`config.mk`:
```
export PLATFORM = sky130hd
export DESIGN_NAME = ascii_num_parser_flat
export DESIGN_NICKNAME = d
export VERILOG_FILES = /design/src/rtl/ascii_num_parser_pkg.sv /design/src/rtl/ascii_num_parser_if.sv /design/src/rtl/ascii_num_parser_bcd2bin.sv /design/src/rtl/ascii_num_parser.sv /design/src/flat_wrapper.sv
export SDC_FILE = /design/constraint.sdc
export NUM_CORES = 1
export LEC_CHECK = 0
export BUFFER_PORTS_ARGS = -buffer_cell sky130_fd_sc_hd__buf_2
export CAP_MARGIN = 25
export CORE_ASPECT_RATIO = 0.8
export CORE_UTILIZATION = 40
export CTS_CLUSTER_SIZE = 10
export DETAILED_ROUTE_END_ITERATION = 16
export PLACE_DENSITY = 0.61
export SKIP_LAST_GASP = 1
export SYNTH_ARGS = -nofsm -noshare
export SYNTH_HDL_FRONTEND = slang
export SYNTH_HIERARCHICAL = 1
export SYNTH_SLANG_ARGS = --single-unit
```
`constraint.sdc`:
```
create_clock -name clock -period 23.8 [get_ports clock]
set_clock_uncertainty 0.2 [all_clocks]
set_input_delay 2.38 -clock clock [delete_from_list [all_inputs] [get_ports clock]]
set_output_delay 2.38 -clock clock [all_outputs]
set_load 0.03 [all_outputs]
```
`src/rtl/ascii_num_parser_pkg.sv`:
```
// rtl/ascii_num_parser_pkg.sv - ASCII constants, parser state and byte classes for ascii_num_parser
package aoc_parse_pkg;

  localparam logic [7:0] CH_0     = 8'h30;
  localparam logic [7:0] CH_9     = 8'h39;
  localparam logic [7:0] CH_NL    = 8'h0A;
  localparam logic [7:0] CH_CR    = 8'h0D;
  localparam logic [7:0] CH_MINUS = 8'h2D;

  typedef enum logic [1:0] {IDLE, NUM, EMIT} parse_state_t;

  typedef enum logic [2:0] {CLS_DIGIT, CLS_NL, CLS_CR, CLS_MINUS, CLS_SEP} byte_class_t;

  function automatic byte_class_t classify(input logic [7:0] b, input logic signed_en);
    byte_class_t c;
    if (b >= CH_0 && b <= CH_9)        c = CLS_DIGIT;
    else if (b == CH_NL)               c = CLS_NL;
    else if (b == CH_CR)               c = CLS_CR;
    else if (signed_en && b == CH_MINUS) c = CLS_MINUS;
    else                               c = CLS_SEP;
    return c;
  endfunction

  // True when the largest DIGITS-digit decimal number fits in w bits.
  function automatic logic fits_width(input int digits, input int w);
    logic [127:0] p;
    p = 128'd1;
    for (int i = 0; i < digits; i++) p = p * 128'd10;
    return (w >= 127) || (((p - 128'd1) >> w) == 128'd0);
  endfunction

endpackage

```
`src/rtl/ascii_num_parser_if.sv`:
```
// rtl/ascii_num_parser_if.sv - byte input stream and record output stream of ascii_num_parser
interface ascii_num_parser_if #(parameter int W = 32);
  logic         in_valid;
  logic         in_ready;
  logic [7:0]   in_data;
  logic         in_last;
  logic         out_valid;
  logic         out_ready;
  logic [W-1:0] out_value;
  logic         out_eol;
  logic         out_empty;
  logic         out_ovf;
  logic         out_last;

  modport master (
    output in_valid, in_data, in_last, out_ready,
    input  in_ready, out_valid, out_value, out_eol, out_empty, out_ovf, out_last
  );

  modport slave (
    input  in_valid, in_data, in_last, out_ready,
    output in_ready, out_valid, out_value, out_eol, out_empty, out_ovf, out_last
  );
endinterface

```
`src/rtl/ascii_num_parser_bcd2bin.sv`:
```
// rtl/ascii_num_parser_bcd2bin.sv - bcd2bin: combinational packed-BCD to binary converter
module bcd2bin #(
  parameter  int W  = 32,
  localparam int BW = W + (W - 4) / 3 + 1
) (
  input  logic [BW-1:0] bcd,
  output logic [W-1:0]  bin
);
  localparam int ND = (BW + 3) / 4;

  logic [4*ND-1:0] bcd_pad;
  logic [W-1:0]    acc;

  assign bcd_pad = (4*ND)'(bcd);

  // Horner evaluation, most significant digit first: acc = acc*10 + digit.
  always_comb begin
    acc = '0;
    for (int i = ND - 1; i >= 0; i--) begin
      acc = (acc << 3) + (acc << 1) + W'(bcd_pad[4*i +: 4]);
    end
    bin = acc;
  end
endmodule

```
`src/rtl/ascii_num_parser.sv`:
```
// rtl/ascii_num_parser.sv - ASCII byte stream to binary number records with blank-line/end markers
// Define SIGNED_NUM_EN to accept '-' prefixed numbers (two's complement output).
module ascii_num_parser
  import aoc_parse_pkg::*;
#(
  parameter int W      = 32,
  parameter int DIGITS = 9
) (
  input logic              clock,
  input logic              reset_n,
  ascii_num_parser_if.slave bus
);
  localparam int BW   = W + (W - 4) / 3 + 1;
  localparam int BCDW = 4 * DIGITS;
  localparam int CW   = $clog2(DIGITS + 1);

`ifdef SIGNED_NUM_EN
  localparam logic SIGNED_EN = 1'b1;
`else
  localparam logic SIGNED_EN = 1'b0;
`endif

  if (BCDW > BW || !fits_width(DIGITS, W)) begin : g_bad_cfg
    $error("ascii_num_parser: DIGITS=%0d does not fit W=%0d", DIGITS, W);
  end

  parse_state_t    state_q, state_d;
  logic [BCDW-1:0] bcd_q, bcd_d, bcd_shift;
  logic [CW-1:0]   cnt_q, cnt_d;
  logic            ovf_q, ovf_d;
  logic            prev_nl_q, prev_nl_d;
  logic            neg_q, neg_d;
  logic [W-1:0]    value_q, value_d;
  logic            eol_q, eol_d;
  logic            empty_q, empty_d;
  logic            rovf_q, rovf_d;
  logic            last_q, last_d;

  logic [W-1:0]    bin, signed_val;
  byte_class_t     cls;
  logic            accept, digit_fits;
  logic            rec_num, rec_empty, rec_eol;

  assign cls        = classify(bus.in_data, SIGNED_EN);
  assign bus.in_ready = (state_q != EMIT);
  assign accept     = bus.in_valid && bus.in_ready;
  assign digit_fits = (cnt_q < CW'(DIGITS));
  // Conversion sees the register plus the byte being accepted, so a digit carrying in_last counts.
  assign bcd_shift  = (cls == CLS_DIGIT && digit_fits) ? BCDW'({bcd_q, bus.in_data[3:0]}) : bcd_q;
  assign signed_val = neg_q ? -bin : bin;

  bcd2bin #(.W(W)) u_bcd2bin (
    .bcd (BW'(bcd_shift)),
    .bin (bin)
  );

  always_comb begin
    state_d   = state_q;
    bcd_d     = bcd_q;
    cnt_d     = cnt_q;
    ovf_d     = ovf_q;
    prev_nl_d = prev_nl_q;
    neg_d     = neg_q;
    value_d   = value_q;
    eol_d     = eol_q;
    empty_d   = empty_q;
    rovf_d    = rovf_q;
    last_d    = last_q;
    rec_num   = 1'b0;
    rec_empty = 1'b0;
    rec_eol   = 1'b0;

    case (state_q)
      IDLE: if (accept) begin
        case (cls)
          CLS_DIGIT: begin
            bcd_d   = bcd_shift;
            cnt_d   = CW'(1);
            state_d = NUM;
            rec_num = bus.in_last;
          end
          CLS_NL: begin
            neg_d = 1'b0;
            if (prev_nl_q) begin
              rec_empty = 1'b1;
              rec_eol   = 1'b1;
            end else begin
              prev_nl_d = 1'b1;
            end
          end
          CLS_CR: ;
          CLS_MINUS: begin
            neg_d     = 1'b1;
            prev_nl_d = 1'b0;
          end
          default: begin
            neg_d     = 1'b0;
            prev_nl_d = 1'b0;
          end
        endcase
        if (bus.in_last && cls != CLS_DIGIT && !(cls == CLS_NL && prev_nl_q)) rec_empty = 1'b1;
      end
      NUM: if (accept) begin
        case (cls)
          CLS_DIGIT: begin
            bcd_d = bcd_shift;
            if (digit_fits) cnt_d = cnt_q + CW'(1);
            else            ovf_d = 1'b1;
            rec_num = bus.in_last;
          end
          CLS_CR: rec_num = bus.in_last;
          default: begin
            rec_num   = 1'b1;
            rec_eol   = (cls == CLS_NL);
            prev_nl_d = (cls == CLS_NL);
          end
        endcase
      end
      EMIT: if (bus.out_ready) begin
        state_d = IDLE;
        bcd_d   = '0;
        cnt_d   = '0;
        ovf_d   = 1'b0;
        neg_d   = 1'b0;
      end
      default: state_d = IDLE;
    endcase

    if (rec_num || rec_empty) begin
      state_d = EMIT;
      value_d = rec_num ? signed_val : '0;
      eol_d   = rec_eol;
      empty_d = !rec_num;
      rovf_d  = rec_num && ovf_d;
      last_d  = bus.in_last;
      // A fresh input after the end starts as if at the beginning of a line.
      if (bus.in_last) prev_nl_d = 1'b1;
    end
  end

  always_ff @(posedge clock or negedge reset_n) begin
    if (!reset_n) begin
      state_q   <= IDLE;
      bcd_q     <= '0;
      cnt_q     <= '0;
      ovf_q     <= 1'b0;
      prev_nl_q <= 1'b1;
      neg_q     <= 1'b0;
      value_q   <= '0;
      eol_q     <= 1'b0;
      empty_q   <= 1'b0;
      rovf_q    <= 1'b0;
      last_q    <= 1'b0;
    end else begin
      state_q   <= state_d;
      bcd_q     <= bcd_d;
      cnt_q     <= cnt_d;
      ovf_q     <= ovf_d;
      prev_nl_q <= prev_nl_d;
      neg_q     <= neg_d;
      value_q   <= value_d;
      eol_q     <= eol_d;
      empty_q   <= empty_d;
      rovf_q    <= rovf_d;
      last_q    <= last_d;
    end
  end

  assign bus.out_valid = (state_q == EMIT);
  assign bus.out_value = value_q;
  assign bus.out_eol   = eol_q;
  assign bus.out_empty = empty_q;
  assign bus.out_ovf   = rovf_q;
  assign bus.out_last  = last_q;

endmodule

```
`src/flat_wrapper.sv`:
```
// flat-port wrapper written by rule: the top's interface ports become plain ports
module ascii_num_parser_flat import aoc_parse_pkg::*;
#(
  parameter int W      = 32,
  parameter int DIGITS = 9
)
  (clock, reset_n, bus_in_valid, bus_in_data, bus_in_last, bus_out_ready, bus_in_ready, bus_out_valid, bus_out_value, bus_out_eol, bus_out_empty, bus_out_ovf, bus_out_last);
  ascii_num_parser_if #(.W(W)) bus_i ();
  input logic clock;
  input logic reset_n;
  input wire logic [$bits(bus_i.in_valid)-1:0] bus_in_valid;
  input wire logic [$bits(bus_i.in_data)-1:0] bus_in_data;
  input wire logic [$bits(bus_i.in_last)-1:0] bus_in_last;
  input wire logic [$bits(bus_i.out_ready)-1:0] bus_out_ready;
  output wire logic [$bits(bus_i.in_ready)-1:0] bus_in_ready;
  output wire logic [$bits(bus_i.out_valid)-1:0] bus_out_valid;
  output wire logic [$bits(bus_i.out_value)-1:0] bus_out_value;
  output wire logic [$bits(bus_i.out_eol)-1:0] bus_out_eol;
  output wire logic [$bits(bus_i.out_empty)-1:0] bus_out_empty;
  output wire logic [$bits(bus_i.out_ovf)-1:0] bus_out_ovf;
  output wire logic [$bits(bus_i.out_last)-1:0] bus_out_last;
  assign bus_i.in_valid = bus_in_valid;
  assign bus_i.in_data = bus_in_data;
  assign bus_i.in_last = bus_in_last;
  assign bus_i.out_ready = bus_out_ready;
  assign bus_in_ready = bus_i.in_ready;
  assign bus_out_valid = bus_i.out_valid;
  assign bus_out_value = bus_i.out_value;
  assign bus_out_eol = bus_i.out_eol;
  assign bus_out_empty = bus_i.out_empty;
  assign bus_out_ovf = bus_i.out_ovf;
  assign bus_out_last = bus_i.out_last;
  ascii_num_parser #(.W(W), .DIGITS(DIGITS)) u_core (.clock(clock), .reset_n(reset_n), .bus(bus_i));
endmodule
```
# Word-level counts from Yosys, hierarchy flattened
# Index checks and enable logic that the tools add are counted.
dict set report word_totals {
  inputBits 13
  ff_bits 81
  out_inout_bits 38
  wordCells 127
}
dict set report classes {
  muxes 52
  n_lt_le_gt_ge 3
  add_sub_neg 18
  n_eq_ne 21
  reduce_logical 22
}
# op n
set op_table {}
lappend op_table {{$mux 36} 4}
lappend op_table {{$pmux 36 s2} 1}
lappend op_table {{$mux 32} 2}
lappend op_table {{$add 32x32->32} 1}
lappend op_table {{$add 32x4->32} 1}
lappend op_table {{$neg 32->32} 1}
lappend op_table {{$add 31x31->31} 1}
lappend op_table {{$add 31x4->31} 1}
lappend op_table {{$add 30x30->30} 1}
lappend op_table {{$add 30x4->30} 1}
lappend op_table {{$add 29x29->29} 1}
lappend op_table {{$add 29x4->29} 1}
lappend op_table {{$add 23x4->24} 1}
lappend op_table {{$mux 4} 6}
lappend op_table {{$add 22x20->23} 1}
lappend op_table {{$mux 1} 23}
lappend op_table {{$add 18x4->19} 1}
lappend op_table {{$add 17x15->18} 1}
lappend op_table {{$eq 8x4->1 const B} 2}
lappend op_table {{$ne 2x1->1 const B} 8}
lappend op_table {{$add 13x4->14} 1}
lappend op_table {{$pmux 1 s2} 7}
lappend op_table {{$add 12x10->13} 1}
lappend op_table {{$pmux 4 s3} 1}
lappend op_table {{other kinds (26)} 47}

# Logic depth before layout (Yosys ltp)
# Gate-level depths: netlist (run 1).
dict set report logic_depth {
  ltp_word 26
  depth_mapped 76
  ltp_nobuf 75
}

# Cells and area by module
# The synthesis (run 1) kept the hierarchy.
# module seq_area_each_um2 cells_per_inst instances area_each_um2
set by_module_without_submodules {}
lappend by_module_without_submodules {bcd2bin 0.0 1347 1 10689.0}
lappend by_module_without_submodules {ascii_num_parser 2028.2 463 1 4678.2}

# Worst setup path after synthesis (run 1)
# Ideal clock, no wire load.
dict set report synth_timing {
  path_kind {input to register}
  start {input port bus_in_data[6]}
  end {register u_core.value_q[31], in the netlist u_core/bus.out_value[31]}
  slack_ns 5.744
  setup_time_ns 0.121
  stages 67
  required_ns 23.479
  n_path_buf 1
  arrival_time_ns 17.735
  cell_sequence {and4bb_2 -> o211ai_1 -> clkbuf_1 -> mux2_2 -> ha_1 -> ha_1 -> inv_1 -> fa_1 -> inv_1 -> ha_1 -> a21o_1 -> a21oi_1 -> nor2b_1 -> o21a_1 -> nor2_1 -> xnor2_1 -> ha_1 -> ha_1 -> [... 31 more ...] -> nand2b_1 -> nand2b_1 -> or2_2 -> o21ai_0 -> xor2_1 -> inv_1 -> ha_1 -> ha_1 -> a21oi_1 -> or3b_2 -> o211ai_1 -> nand2b_1 -> xor2_1 -> or4_4 -> or3_4 -> o41ai_4 -> xnor2_1 -> a22o_1}
}
dict set report synth_via {
  elab_chain_len 26
  elab_cells_between_ends 48
  cone_classes {add/sub: 17; order compare: 2; eq/ne: 4; mux: 15; reduce/logical: 10}
}
# element line_no
set synth_rtl {}
lappend synth_rtl {{start: declaration} flat_wrapper.sv:12} ;# input wire logic [$bits(bus_i.in_data)-1:0] bus_in_data;
lappend synth_rtl {{parallel branches: the longest is 3 deep, another holds $ge 8x6->1} n/a}
lappend synth_rtl {{$mux 3 *} ascii_num_parser_pkg.sv:16} ;# if (b >= CH_0 && b <= CH_9) c = CLS_DIGIT;
lappend synth_rtl {{$logic_not 3->1 *} ascii_num_parser.sv:49} ;# assign bcd_shift = (cls == CLS_DIGIT && digit_fits) ? BCDW'({bcd_q, bus.in_data[3:0]}) : bcd_q;
lappend synth_rtl {{$logic_and 1x1->1 *} ascii_num_parser.sv:49}
lappend synth_rtl {{$mux 36 *} ascii_num_parser.sv:49}
lappend synth_rtl {{net u_core.bcd_shift[34]} ascii_num_parser.sv:28} ;# logic [BCDW-1:0] bcd_q, bcd_d, bcd_shift;
lappend synth_rtl {{$add 7x5->8 *} ascii_num_parser_bcd2bin.sv:20} ;# acc = (acc << 3) + (acc << 1) + W'(bcd_pad[4*i +: 4]);
lappend synth_rtl {{$add 8x4->9 *} ascii_num_parser_bcd2bin.sv:20}
lappend synth_rtl {{[... 10 more ...]} n/a}
lappend synth_rtl {{$add 31x31->31 *} ascii_num_parser_bcd2bin.sv:20}
lappend synth_rtl {{$add 31x4->31 *} ascii_num_parser_bcd2bin.sv:20}
lappend synth_rtl {{$add 32x32->32 *} ascii_num_parser_bcd2bin.sv:20}
lappend synth_rtl {{$add 32x4->32 *} ascii_num_parser_bcd2bin.sv:20}
lappend synth_rtl {{net u_core.bin[27]} ascii_num_parser.sv:39} ;# logic [W-1:0] bin, signed_val;
lappend synth_rtl {{$neg 32->32 *} ascii_num_parser.sv:50} ;# assign signed_val = neg_q ? -bin : bin;
lappend synth_rtl {{$mux 32 *} ascii_num_parser.sv:50}
lappend synth_rtl {{$mux 32 *} ascii_num_parser.sv:131} ;# value_d = rec_num ? signed_val : '0;
lappend synth_rtl {{end signal: assignment} ascii_num_parser.sv:161} ;# value_q <= value_d;
lappend synth_rtl {{end: declaration} ascii_num_parser.sv:33} ;# logic [W-1:0] value_q, value_d;
# Mark *: on every way through the listed nets, which the timed path passes.
# A chain may end at the register's enable or synchronous reset.

# Worst setup path in the final report (run 1)
dict set report layout_timing {
  start {input port bus_in_data[6]}
  end {register u_core.value_q[30], in the netlist u_core/bus.out_value[30]}
}
# Same word-level chain as after synthesis.

==> impl_metrics.ini, run 1 <==
[status]
outcome = finished clean

[logic_synthesis]
yosysMostFrequentCell = ha_1
synth-edff-count = 0
ys.warnings.count = 6
synth_top_area_frac = 0.293
syn_area_mm2 = 0.0154
synthCells = 1810
synth_cell_types = 87
postSynthAreaPerCell_um2 = 8.49
synth-async-reset-ratio = 1.00
synth_common_cells = ha_1, inv_1, xnor2_1
synth_top_area_cell = ha_1
yosysSeqAreaShare = 0.132
synthTopCellsByArea = ha_1, dfrtp_1, xnor2_1
yosys_register_bits = 81
synthFlopType = dfrtp_1

[setup_path]
cp-startpoint = bus_in_data[6]
required_ns = 23.84
crit_fanout = 26
r2r_cells = 69
max_stage_delay_ns = 0.56
cp.arrival_ns = 18.83
timing.critical_path.mode_cell = ha_1
crit_path_end = u_core/bus.out_value[30]
slowest_stage = or4_4
cp-end-kind = flop
setup.worst_path.class = in -> reg
cp-start-kind = input pin
r2r-start = u_core/cnt_q[0]
r2r_end = u_core/bus.out_value[30]
r2r_slack_ns = 6.55

[job]
cap_violations = 0

[sta]
setup_viol = 0
tns_ns = 0
max_slew_margin = 0.336
final_max_slew_viol_count = 0
grt_setup_unrepaired = no
worst_pin_slew_ns = 0.996
hold_viol = 0
timing.fmax_mhz = 53.2
post-route-period-util = 0.789
hold_ws_ns = 0.288
period_minus_slack_ns = 18.79

[global_route]
antenna_found_initial = 0
grt_usage = 0.157
overflow = 0
grt_pass1_vias = 11900
grt_pass1_wl_um = 54000
grt_max_degree = 49

[layout]
drive_gt1_frac = 0.0815
fin_nets = 2251
syn2layout_area_growth_pct = 7.76
multiInputGateArea_mm2 = 0.0128
finish.utilization = 0.442
regArea_mm2 = 0.00203
n_fill_cell = 3637
antennaDiodeCount = 0

[clocking]
htreeDepth = 3
root_buffer = clkbuf_16
post_cts.repair.setup_buffers = 0
clock-sinks = 81
cts_buffers = 9
cts_resized = 0
clk_pin_slew_ns = 0.07
holdBufCountCts = 0
cts_tree = done
clock_tree.buffer_depth = 2
clock_latency_ns = 0.35

[routing]
drc = 0
drt_pre_antenna_iters = 5
vias = 12949
ant_nets = 0
first_iter_violations = 569
routedWlPerCell_um = 13.2
drt-total-wl_um = 31000
vias_per_cell = 5.51

[place]
place_congestion = 0.794
dpl.hpwl_um = 25100
portBuffers = 50

[floorplanning]
start_util = 0.410
io_pins = 51
coreArea_mm2 = 0.0374
die_y_um = 177
dieArea_mm2 = 0.0392
num_rows = 63
die_w_um = 221

[min_path]
hold_path.class = reg -> reg
-- per-stage QoR --
step	instances	cell area [µm²]	worst slack [ns]
floorplan	1823	15400	5.74
global placement	2333	16200	5.08
detailed placement	2335	16300	4.65
CTS	2351	16500	4.97
global route	2352	16600	3.78
finish	2352	16600	5.01
-- flip-flops by register name, indices dropped and copies added (netlist names) --
| name | count |
|---|---|
| u_core/bcd_q | 36 |
| u_core/bus.out_value | 32 |
| u_core/cnt_q | 4 |
| u_core/state_q | 2 |
| u_core/bus.out_empty | 1 |
| u_core/bus.out_eol | 1 |
| u_core/bus.out_last | 1 |
| u_core/bus.out_ovf | 1 |
| u_core/neg_q | 1 |
| u_core/ovf_q | 1 |
| u_core/prev_nl_q | 1 |
-- logic make-up (layout without fill, tap and decap cells) --
logic type / Yosys count / count (layout) / synth area share
adder cells (fa/ha/maj): 378 / 378 / 0.317
XOR/XNOR: 179 / 179 / 0.103
multiplexers: 42 / 42 / 0.0304
buffers and inverters: 167 / 209 / 0.0414
flip-flops: 81 / 81 / 0.132
other: 1 / 14 / 0.000244
AND/OR/NAND/NOR: 418 / 418 / 0.137
AO/OA/AOI/OAI: 544 / 544 / 0.239
-- layout by cell type, fill, tap and decap left out, drive strengths merged, types with 14 or more instances in the layout --
cell type  synthesis  layout
ha               360     360
inv              136     139
o21ai            130     130
xnor2            125     125
a21oi            118     118
nor2             113     113
nand2            101     101
dfrtp             80      80
buf                5      57
xor2              53      53
a21o              50      50
nand2b            40      40
mux2              37      37
a22oi             36      36
nand3             30      30
nor2b             28      28
a22o              27      27
nor3              25      25
o21a              25      25
and3              21      21
fa                18      18
a31oi             17      17
o31ai             17      17
a211oi            16      16
a21boi            16      16
o21bai            15      15
conb               1      14
-- worst min-delay path by stage --
stage / from / endpoint / cells after the start
after floorplan: u_core/bcd_q[34] / u_core/bcd_q[34] / 1
after global placement: u_core/bus.out_value[11] / u_core/bus.out_value[11] / 1
after detailed placement: u_core/bus.out_value[12] / u_core/bus.out_value[12] / 1
after CTS: u_core/bus.out_value[12] / u_core/bus.out_value[12] / 1
after global routing: u_core/bus.out_last / u_core/bus.out_last / 1
final: u_core/bus.out_value[12] / u_core/bus.out_value[12] / 1
-- metal layers --
metal / GRT usage / vias to the layer above / share of wire
li1: - / 6748 / -
met1: 0.230 / 6062 / 0.54
met2: 0.253 / 129 / 0.43
met3: 0.0151 / 10 / 0.023
met4: 0.0210 / 0 / 0.0048
met5: 0 / - / 0
-- area by class of cell --
cell class / count / share of cell area
multi-input combinational: 1575 / 0.771
sequential: 81 / 0.122
tap: 487 / 0.0368
inverter: 136 / 0.0308
timing repair buffer: 57 / 0.0212
clock buffer: 10 / 0.0144
clock inverter: 6 / 0.00295
-- critical path: cells and delay by family --
family / cells / cell delay [ns]
xor gates and xnor gates: 8 / 1.43
muxes: 1 / 0.39
buffers and inverters: 5 / 0.66
AOI/OAI and AO/OA: 18 / 4.20
and+or+nand+nor: 18 / 4.12
adders and majority gates: 18 / 5.63
Power of run 1 is left out: the tool's default activity adds up to more than one toggle a clock period on the data nets, which glitch-free logic cannot reach.
==> run 2, diff against run 1 <==
--- a/config.mk
+++ b/config.mk
@@ -11,7 +11,7 @@
 export CORE_UTILIZATION = 40
 export CTS_CLUSTER_SIZE = 10
 export DETAILED_ROUTE_END_ITERATION = 16
-export PLACE_DENSITY = 0.61
+export PLACE_DENSITY = 0.63
 export SKIP_LAST_GASP = 1
 export SYNTH_ARGS = -nofsm -noshare
 export SYNTH_HDL_FRONTEND = slang
==> constraint.sdc (replaced) <==
create_clock -name clock -period 16.05 [get_ports clock]
set_clock_uncertainty 0.2 [all_clocks]
set_input_delay 1.605 -clock clock [delete_from_list [all_inputs] [get_ports clock]]
set_output_delay 1.605 -clock clock [all_outputs]
set_load 0.03 [all_outputs]
==> impl_metrics.ini, run 2 (synthesis results as in run 1) <==
[status]
outcome = finished clean

[global_route]
grt_pass1_wl_um = 58000
antenna_found_initial = 0
grt_max_degree = 82
overflow = 0
grt_usage = 0.169
grt_pass1_vias = 13218

[layout]
drive_gt1_frac = 0.275
antennaDiodeCount = 0
final_cell_mix = ha_1, buf_4, inv_1
syn2layout_area_growth_pct = 29.4
largest_reg_flops = 36
layout_commonest_cell = ha_1
top_register = u_core/bcd_q
fin_nets = 2537
fin_cells = 2638

[sta]
hold_viol = 0
grt_setup_unrepaired = yes
worst_pin_slew_ns = 1.11
period_minus_slack_ns = 15.91
final_max_slew_viol_count = 0
post-route-period-util = 0.991
timing.fmax_mhz = 62.9
setup_viol = 0
max_slew_margin = 0.261
tns_ns = 0

[clocking]
clock_latency_ns = 0.35
cts_buffers = 9
clk_pin_slew_ns = 0.06
clock-sinks = 81
clock_tree.buffer_depth = 2
root_buffer = clkbuf_16
cts_tree = done
htreeDepth = 3

[place]
dpl.hpwl_um = 27400
portBuffers = 50
place_inst = 2579
place_congestion = 0.836

[min_path]
hold_path.class = reg -> reg

[routing]
vias_per_cell = 5.36
drc = 0
vias = 14142
drt_pre_antenna_iters = 5
first_iter_violations = 556
routedWlPerCell_um = 13.2
drt-total-wl_um = 34900
ant_nets = 0

[floorplanning]
die_y_um = 177
num_rows = 63
die_w_um = 221
io_pins = 51
coreArea_mm2 = 0.0374
dieArea_mm2 = 0.0392
start_util = 0.410

[setup_path]
max_stage_delay_ns = 0.49
crit_fanout = 4
cp_num_buf_inv = 5
cp.arrival_ns = 15.94
setup.worst_path.class = in -> reg
cp-end-kind = flop
slowest_stage = or4_4
cp-start-kind = input pin
timing.critical_path.mode_cell = ha_4
crit_family = adder cells
required_ns = 16.09

[job]
cap_violations = 0
run 2: what timing repair did:
item | 4_1_cts | 5_1_grt
gates resized for setup | 29 | 136
endpoints found under the setup margin | 2 | 8
hold endpoints to repair | 0 | 0
cloned | 1 | 0
hold buffers | 0 | 0
setup buffers | 20 | 21
pin swaps | 61 | 104
run 2: per-layer routing:
| layer | track usage | routed length, µm |
|---|---|---|
| met5 | 0 | 0 |
| met4 | 0.0283 | 256 |
| met3 | 0.0147 | 771 |
| met2 | 0.290 | 16500 |
| met1 | 0.233 | 17400 |
run 2: path summary, 6_finish.rpt:
kind / startpoint / endpoint / slack [ns] / cells past startpoint
min in group asynchronous: reset_n / u_core/state_q[1] / 1.02 / 1
hold / removal: u_core/bus.out_value[8] / u_core/bus.out_value[8] / 0.29 / 1
setup / recovery: bus_in_data[6] / u_core/bus.out_value[31] / 0.14 / 68
hold reg to reg: u_core/bus.out_value[8] / u_core/bus.out_value[8] / 0.29 / 1
setup reg to reg: u_core/cnt_q[0] / u_core/bus.out_value[31] / 0.80 / 69
max in group asynchronous: reset_n / u_core/prev_nl_q / 13.99 / 2
run 2: final cells by class:
type	instances	area [µm²]
tap	487	609
timing repair buffer	343	2510
multi-input combinational	1575	13900
fill	3355	17600
sequential	81	2030
clock inverter	7	105
clock buffer	9	225
inverter	136	510
run 2: stage by stage:
step | hold slack, ns | worst slack [ns] | area [µm²] | util
2_1_floorplan | 0.263 | 0.0277 | 15700 | -
3_3_place_gp | 0.271 | -0.373 | 18300 | 0.490
3_5_place_dp | 0.272 | -0.637 | 18400 | 0.491
4_1_cts | 0.292 | 0.00314 | 19000 | 0.508
5_1_grt | 0.301 | -0.416 | 19900 | 0.531
6_report | 0.290 | 0.144 | 19900 | 0.531
Power of run 2 is left out for the same reason.
